<file path="src/rtl/hls_deadlock_pkg.sv">
// Shared types and helpers for the HLS dataflow deadlock stream monitor.
package hls_deadlock_pkg;

  typedef enum logic [1:0] {
    IDLE    = 2'd0,
    PENDING = 2'd1,
    BLOCKED = 2'd2
  } dl_state_e;

  // Default axis count. Child j reports as culprit index N_AXIS+j, directly after the axis lines.
  localparam int unsigned DL_SUB_OFFSET = 8;

  function automatic int unsigned dl_clog2(input int unsigned v);
    int unsigned r;
    r = 0;
    while (r < 31 && (32'd1 << r) < v) r++;
    return r;
  endfunction

endpackage

</file>
<file path="src/rtl/hls_deadlock_prio_enc.sv">
// Lowest-set-bit priority encoder with a valid flag.
module hls_deadlock_prio_enc #(
  parameter int unsigned W     = 8,
  parameter int unsigned IDX_W = 3
) (
  input  logic [W-1:0]     bits,
  output logic [IDX_W-1:0] idx,
  output logic             valid
);

  always_comb begin
    idx   = '0;
    valid = |bits;
    // Scan downward so the lowest set bit is the last one written.
    for (int unsigned i = W; i > 0; i--) begin
      if (bits[i-1]) idx = IDX_W'(i - 1);
    end
  end

endmodule

</file>
<file path="src/rtl/hls_deadlock_stream_monitor.sv">
// Deadlock monitor for one HLS process: filters stall/block lines, raises block after a hold time.
module hls_deadlock_stream_monitor
  import hls_deadlock_pkg::*;
#(
  parameter int unsigned       N_AXIS      = DL_SUB_OFFSET,
  parameter logic [N_AXIS-1:0] AXIS_MASK   = N_AXIS'(8'h06),
  parameter int unsigned       N_SUB       = 4,
  parameter int unsigned       PAR_MODE    = 0,
  parameter int unsigned       HOLD_CYCLES = 1,
  parameter int unsigned       STICKY      = 0,
  parameter int unsigned       CNT_W       = 16,
  parameter int unsigned       CH_W        = dl_clog2(N_AXIS + N_SUB)
) (
  input  logic              clock,
  input  logic              reset,
  input  logic [N_AXIS-1:0] axis_block_sigs,
  input  logic [N_SUB-1:0]  sub_idle_sigs,
  input  logic [N_SUB-1:0]  sub_block_sigs,
  output logic              block,
  output logic              block_pending,
  output logic [CH_W-1:0]   first_chan,
  output logic [CNT_W-1:0]  stall_count
);

  localparam int unsigned HC_W  = dl_clog2(HOLD_CYCLES + 1);
  localparam int unsigned AX_IW = (N_AXIS > 1) ? dl_clog2(N_AXIS) : 1;
  localparam int unsigned SB_IW = (N_SUB > 1) ? dl_clog2(N_SUB) : 1;
  localparam logic [HC_W-1:0] HOLD_LAST = HC_W'(HOLD_CYCLES - 1);

  dl_state_e         state_q, state_d;
  logic [HC_W-1:0]   hcnt_q, hcnt_d;
  logic [CH_W-1:0]   first_chan_q, first_chan_d;
  logic [CNT_W-1:0]  stall_count_q, stall_count_d;
  logic              block_q, block_d;
  logic              block_pending_q, block_pending_d;

  logic [N_AXIS-1:0] axis_masked;
  logic [AX_IW-1:0]  axis_idx;
  logic [SB_IW-1:0]  sub_idx;
  logic              axis_hit, sub_any, sub_hit, raw;
  logic [CH_W-1:0]   chan_sel;

  assign axis_masked = axis_block_sigs & AXIS_MASK;

  hls_deadlock_prio_enc #(.W(N_AXIS), .IDX_W(AX_IW)) u_axis_enc (
    .bits  (axis_masked),
    .idx   (axis_idx),
    .valid (axis_hit)
  );

  hls_deadlock_prio_enc #(.W(N_SUB), .IDX_W(SB_IW)) u_sub_enc (
    .bits  (sub_block_sigs),
    .idx   (sub_idx),
    .valid (sub_any)
  );

  always_comb begin
    if (PAR_MODE != 0) sub_hit = (&(sub_block_sigs | sub_idle_sigs)) & sub_any;
    else               sub_hit = sub_any;
    raw      = axis_hit | sub_hit;
    chan_sel = axis_hit ? CH_W'(axis_idx) : CH_W'(N_AXIS + 32'(sub_idx));
  end

  always_comb begin
    state_d      = state_q;
    hcnt_d       = hcnt_q;
    first_chan_d = first_chan_q;
    unique case (state_q)
      IDLE: begin
        if (raw) begin
          first_chan_d = chan_sel;
          if (HOLD_CYCLES == 1) begin
            state_d = BLOCKED;
          end else begin
            state_d = PENDING;
            hcnt_d  = HC_W'(1);
          end
        end
      end
      PENDING: begin
        if (!raw) begin
          state_d = IDLE;
          hcnt_d  = '0;
        end else if (hcnt_q == HOLD_LAST) begin
          state_d = BLOCKED;
          hcnt_d  = '0;
        end else begin
          hcnt_d = hcnt_q + 1'b1;
        end
      end
      BLOCKED: begin
        if (!raw && STICKY == 0) state_d = IDLE;
      end
      default: begin
        state_d = IDLE;
        hcnt_d  = '0;
      end
    endcase

    block_d         = (state_d == BLOCKED);
    block_pending_d = (state_d == PENDING);

    stall_count_d = stall_count_q;
    if (state_q == BLOCKED && stall_count_q != '1) stall_count_d = stall_count_q + 1'b1;
  end

  always_ff @(posedge clock) begin
    if (reset) begin
      state_q         <= IDLE;
      hcnt_q          <= '0;
      first_chan_q    <= '0;
      stall_count_q   <= '0;
      block_q         <= 1'b0;
      block_pending_q <= 1'b0;
    end else begin
      state_q         <= state_d;
      hcnt_q          <= hcnt_d;
      first_chan_q    <= first_chan_d;
      stall_count_q   <= stall_count_d;
      block_q         <= block_d;
      block_pending_q <= block_pending_d;
    end
  end

  assign block         = block_q;
  assign block_pending = block_pending_q;
  assign first_chan    = first_chan_q;
  assign stall_count   = stall_count_q;

endmodule

</file>
<file path="config.mk">
export PLATFORM = sky130hd
export DESIGN_NAME = hls_deadlock_stream_monitor
export DESIGN_NICKNAME = d
export VERILOG_FILES = /design/src/rtl/hls_deadlock_pkg.sv /design/src/rtl/hls_deadlock_prio_enc.sv /design/src/rtl/hls_deadlock_stream_monitor.sv
export SDC_FILE = /design/constraint.sdc
export NUM_CORES = 1
export LEC_CHECK = 0
export BUFFER_PORTS_ARGS = -buffer_cell sky130_fd_sc_hd__buf_2
export CORE_MARGIN = 2
export CORE_UTILIZATION = 45
export DETAILED_ROUTE_END_ITERATION = 8
export PLACE_DENSITY_LB_ADDON = 0.12
export SYNTH_ARGS = -nofsm -noshare
export SYNTH_HDL_FRONTEND = slang
export SYNTH_SLANG_ARGS = --single-unit
export TNS_END_PERCENT = 20
</file>
<file path="constraint.sdc">
create_clock -name clock -period 2 [get_ports clock]
set_input_delay 0.3 -clock clock [delete_from_list [all_inputs] [get_ports clock]]
set_output_delay 0.3 -clock clock [all_outputs]
set_load 0.01 [all_outputs]
</file>
---- Word-level counts from Yosys, hierarchy flattened ----
Cells that the tools add are included.
cells by class
  $add $sub $neg .......................... 3
  eq/ne operators ......................... 5
  muxes and demuxes ....................... 15
  bitwise gates (word level) .............. 1
  reduce and logical (&&, ||, !) cells .... 6
operator list
  kind                     count
  $mux W2                  10
  $add A16 B1 Y16 const B  1
  $ne A16 B16 Y1 const B   1
  $pmux W2 S3              1
  $add A4 B2 Y4 const A    1
  $eq A2 B1 Y1 const B     2
  $eq A2 B2 Y1 const B     2
  $mux W4                  1
  $reduce_or A2 Y1         2
  $reduce_or A4 Y1         1
  $logic_not A2 Y1         1
  $mux W1                  2
  $pmux W1 S2              1
  $reduce_and A2 Y1        1
  $add A1 B1 Y1 const B    1
  $logic_and A1 B1 Y1      1
  $or A1 B1 Y1             1
storage, ports and cells
  flip-flop bits (word level) ............. 25
  bits of input ports ..................... 18
  output and inout bits ................... 22
  word-level logic and storage cells ...... 36

---- Depth between registers and ports, before layout ----
  depth in word-level cells ............... 6
  gate-level depth with buffers ........... 6
  depth with buffers taken out ............ 5

---- By module ----
Synthesis repeated with hierarchy kept, for this count alone.
unflattened totals
  cell total of the unflattened synthesis .. 140
  area total of the unflattened synthesis .. 1,248.7 um^2
by module, submodules not included
  module                               instances  cells an instance  area each (um^2)  sequential area each (um^2)
  hls_deadlock_stream_monitor          1          120                1,132.3           480.5
  hls_deadlock_prio_enc at u_axis_enc  1          13                 81.3              0.0
  hls_deadlock_prio_enc at u_sub_enc   1          7                  35.0              0.0

---- Least setup slack after synthesis ----
No wires, ideal clock.
  path kind ............................... reg2reg
  start point ............................. register stall_count_q[0], in the netlist stall_count[0]
  end point ............................... register stall_count_q[1], in the netlist stall_count[1]
  library setup time ...................... 0.115 ns
  data arrival time ....................... 1.761 ns
  data required time ...................... 1.885 ns
  path slack .............................. 0.124 ns
  cell stages (with the launch flop) ...... 7
  path buffers ............................ 1
  clock period less this slack ............ 1.876 ns
  cells stage by stage .................... dfxtp_1 > ha_1 > nand4_4 > nor4_4 > buf_2 > nor3b_1 > o21ba_2
between the ends
  cells in the longest elaborated chain, start to end .. 2
  elaborated cells between the ends (all ways) .. 3
  classes of those cells .................. 1 x add/sub; 1 x eq/ne; 1 x reduce/logical
RTL lines
  item                                                                     line                                RTL
  start: declaration                                                       hls_deadlock_stream_monitor.sv:33   logic [CNT_W-1:0] stall_count_q, stall_count_d;
  start signal: assignment                                                 hls_deadlock_stream_monitor.sv:119  stall_count_q <= stall_count_d;
  parallel branches: the longest is 2 deep, another holds $add A16 B1 Y16  --
Parallel ways; which one is timed is not known.
A chain may end at the register's enable or synchronous reset.

---- Worst setup path after layout ----
  start point ............................. register stall_count_q[1], in the netlist stall_count[1]
  end point ............................... register stall_count_q[10], in the netlist stall_count[10]
The elaborated chain is that of the path after synthesis.

==> flow_summary.toml <==
[place]
place_ws_ns = 0.108
place.port_buffers = 28
detailed_place_hpwl_um = 1720
gp_congestion = 0.782

[floorplanning]
die-area_um2 = 2950
die_w_um = 54.3
num_rows = 18
ios = 40
initial_core_util_pct = 46.9
coreArea_um2 = 2430
die_height_um = 54.3

[worst_setup_path]
cp_cell_sequence = "ha_1 > nand4_4 > or2_2 > or4_1 > a21oi_1"
critical_path_class = "register to register"
cp-start-kind = "register"
endpoint_kind = "register"
required_ns = 2.24
critPathArrivalTime_ns = 2.14
crit_fanout = 5
max_stage_delay_ns = 0.51
cp_slowest_cell = "or4_1"

[run]
maxCapViolations = 0

[detailed_routing]
wl_um = 2390
drc = 0
detail-route-antenna-nets = 0
wl_per_cell_um = 12.7
vias = 1083
viasPerCell = 5.76
drtIter0Drc = 19
first_pass_iters = 4

[global_route]
grt_pass1_wl_um = 4160
first_global_vias = 940
antenna_found_initial = 0
grt_overflow = 0
grt_usage_pct = 19.2
grt_max_degree = 23

[logic_synthesis]
synth-edff-count = 0
syn_inst = 126
synthArstFlopShare_pct = 0
syn_area_um2 = 1140
ys_types = 36
synth_top_area_share_pct = 40.4
synth_seq_area_share_pct = 40.4
ys_top_cells_by_area = "dfxtp_1 (40%), a21oi_1 (5.3%), o31ai_1 (4.0%), or4_1 (4.0%), nand4_4 (3.7%)"
synth-seq-cells = 23
yosys.area.top_type = "dfxtp_1"
syn_avg_cell_area_um2 = 9.05
yosys_warnings = 0
ys.flop_type = "dfxtp_1"

[power_and_ir_drop]
powerDensity_nw_per_um2 = 556
ir_drop_v = 0.000322
total_power_uw = 752
p_leak_nw = 0.548

[sta]
fin_crit_ns = 1.90
hold_viol_final = 0
rsz0062_at_grt = "false"
finalMaxSlewViolations = 0
setup_ws_ns = 0.101
final-setup-viol-count = 0
clock.fmax_ghz = 0.527
setup_tns_ns = 0
final.setup_skew_ns = 0.00535
timing.final.crit_share_pct = 95.0

[cells_and_area]
syn_to_final_growth_pct = 18.6
drive_gt1_share_pct = 27.8
nNetsFinal = 178
diodes = 0

[status]
run_status = "complete, no violations"

[cts]
cts_tree = "built"
clk-insertion-delay-late_ns = 0.31
cts_resized = 0
cts_hold_buffers = 0
cts_sinks = 23
cts_buffers = 3
cts_setup_buffers = 0
clk_path_buf_depth = 2
clk_pin_slew_ns = 0.13
root_buffer = "clkbuf_4"
h-tree-depth = 1

[hold_path]
holdCritPathClass = "input pin to register"
==> layout by cell type (no fill, tap or decap), types with 3 or more instances in the layout <==
master	netlist	routed
nand2_1	8	8
conb_1	1	3
o31ai_1	6	6
dfxtp_1	23	22
or4_1	6	6
a311oi_1	3	3
nor4_1	3	3
buf_2	1	28
o21ai_0	5	5
nor2b_1	4	4
nor3_1	6	6
buf_4	1	3
nor2_1	8	8
clkbuf_4	0	3
nand4_1	5	5
a21oi_1	12	12
or3_1	4	4
==> cell families (layout without fill, tap and decap cells) <==
logic type,count (synthesis),in the layout,share of synthesized area (%)
compound gates,37,37,22.0
mux,2,2,1.87
buf+inv,6,36,2.41
other cells,1,3,0.329
flops,23,23,40.4
fa+ha+maj,1,1,1.10
simple gates,56,56,31.9
==> per-stage QoR <==
step	utilization, %	cells	area, um^2	hold WS (ns)
2_1_floorplan	-	128	1150	0.468
3_3_place_gp	54.4	184	1320	0.444
3_5_place_dp	54.4	184	1320	0.455
4_1_cts	55.5	188	1350	0.272
5_1_grt	55.6	188	1350	0.294
6_report	55.6	188	1350	0.281
==> registers in the layout (all words and copies together), names as in the netlist <==
signal / count
block_pending: 1
block: 1
first_chan: 3
state_q: 2
stall_count: 16
==> layout make-up <==
| class | instances | area, um^2 |
|---|---|---|
| inverters | 1 | 3.75 |
| fillers | 245 | 1080 |
| well taps | 30 | 37.5 |
| multi-input cells | 99 | 659 |
| flip-flops and latches | 23 | 462 |
| clock buffers | 4 | 26.3 |
| repair buffers | 31 | 163 |
==> power by group <==
group          leakage [nW]  switching (mW)  internal (mW)
Clock                0.0150           0.140         0.0778
Combinational         0.346          0.0331         0.0240
Sequential            0.188         0.00781          0.469
==> synth_stat cells, types with 3 or more instances <==
master / instances
a311oi_1: 3
nor3_1: 6
o21ai_0: 5
o31ai_1: 6
nand2_1: 8
dfxtp_1: 23
nor2_1: 8
clkbuf_1: 3
nor2b_1: 4
or3_1: 4
nor4_1: 3
or4_1: 6
nand4_1: 5
a21oi_1: 12
==> layer usage <==
layer / vias to the layer above / global-route usage, % / part of all wire, %
met5: - / 0 / 0
met4: 0 / 7.50 / 0.84
met3: 2 / 2.46 / 3.1
met2: 20 / 31.3 / 49
met1: 512 / 25.6 / 47
li1: 549 / - / -
==> critical path: cells and delay by family, from the launching register on <==
family | cells | cell delay [ns]
fa+ha+maj | 1 | 0.26
simple gates | 3 | 1.01
compound gates | 1 | 0.16
flops | 1 | 0.41
==> final timing paths <==
kind	start	endpoint	slack (ns)	cells after the start
worst min-delay path	axis_block_sigs[1]	first_chan[1]	0.28	3
worst max-delay path	stall_count[1]	stall_count[10]	0.10	5
worst min register to register	first_chan[1]	first_chan[1]	0.47	2
worst max register to register	stall_count[1]	stall_count[10]	0.10	5
Note: power is estimated with default switching activity, not from simulation.
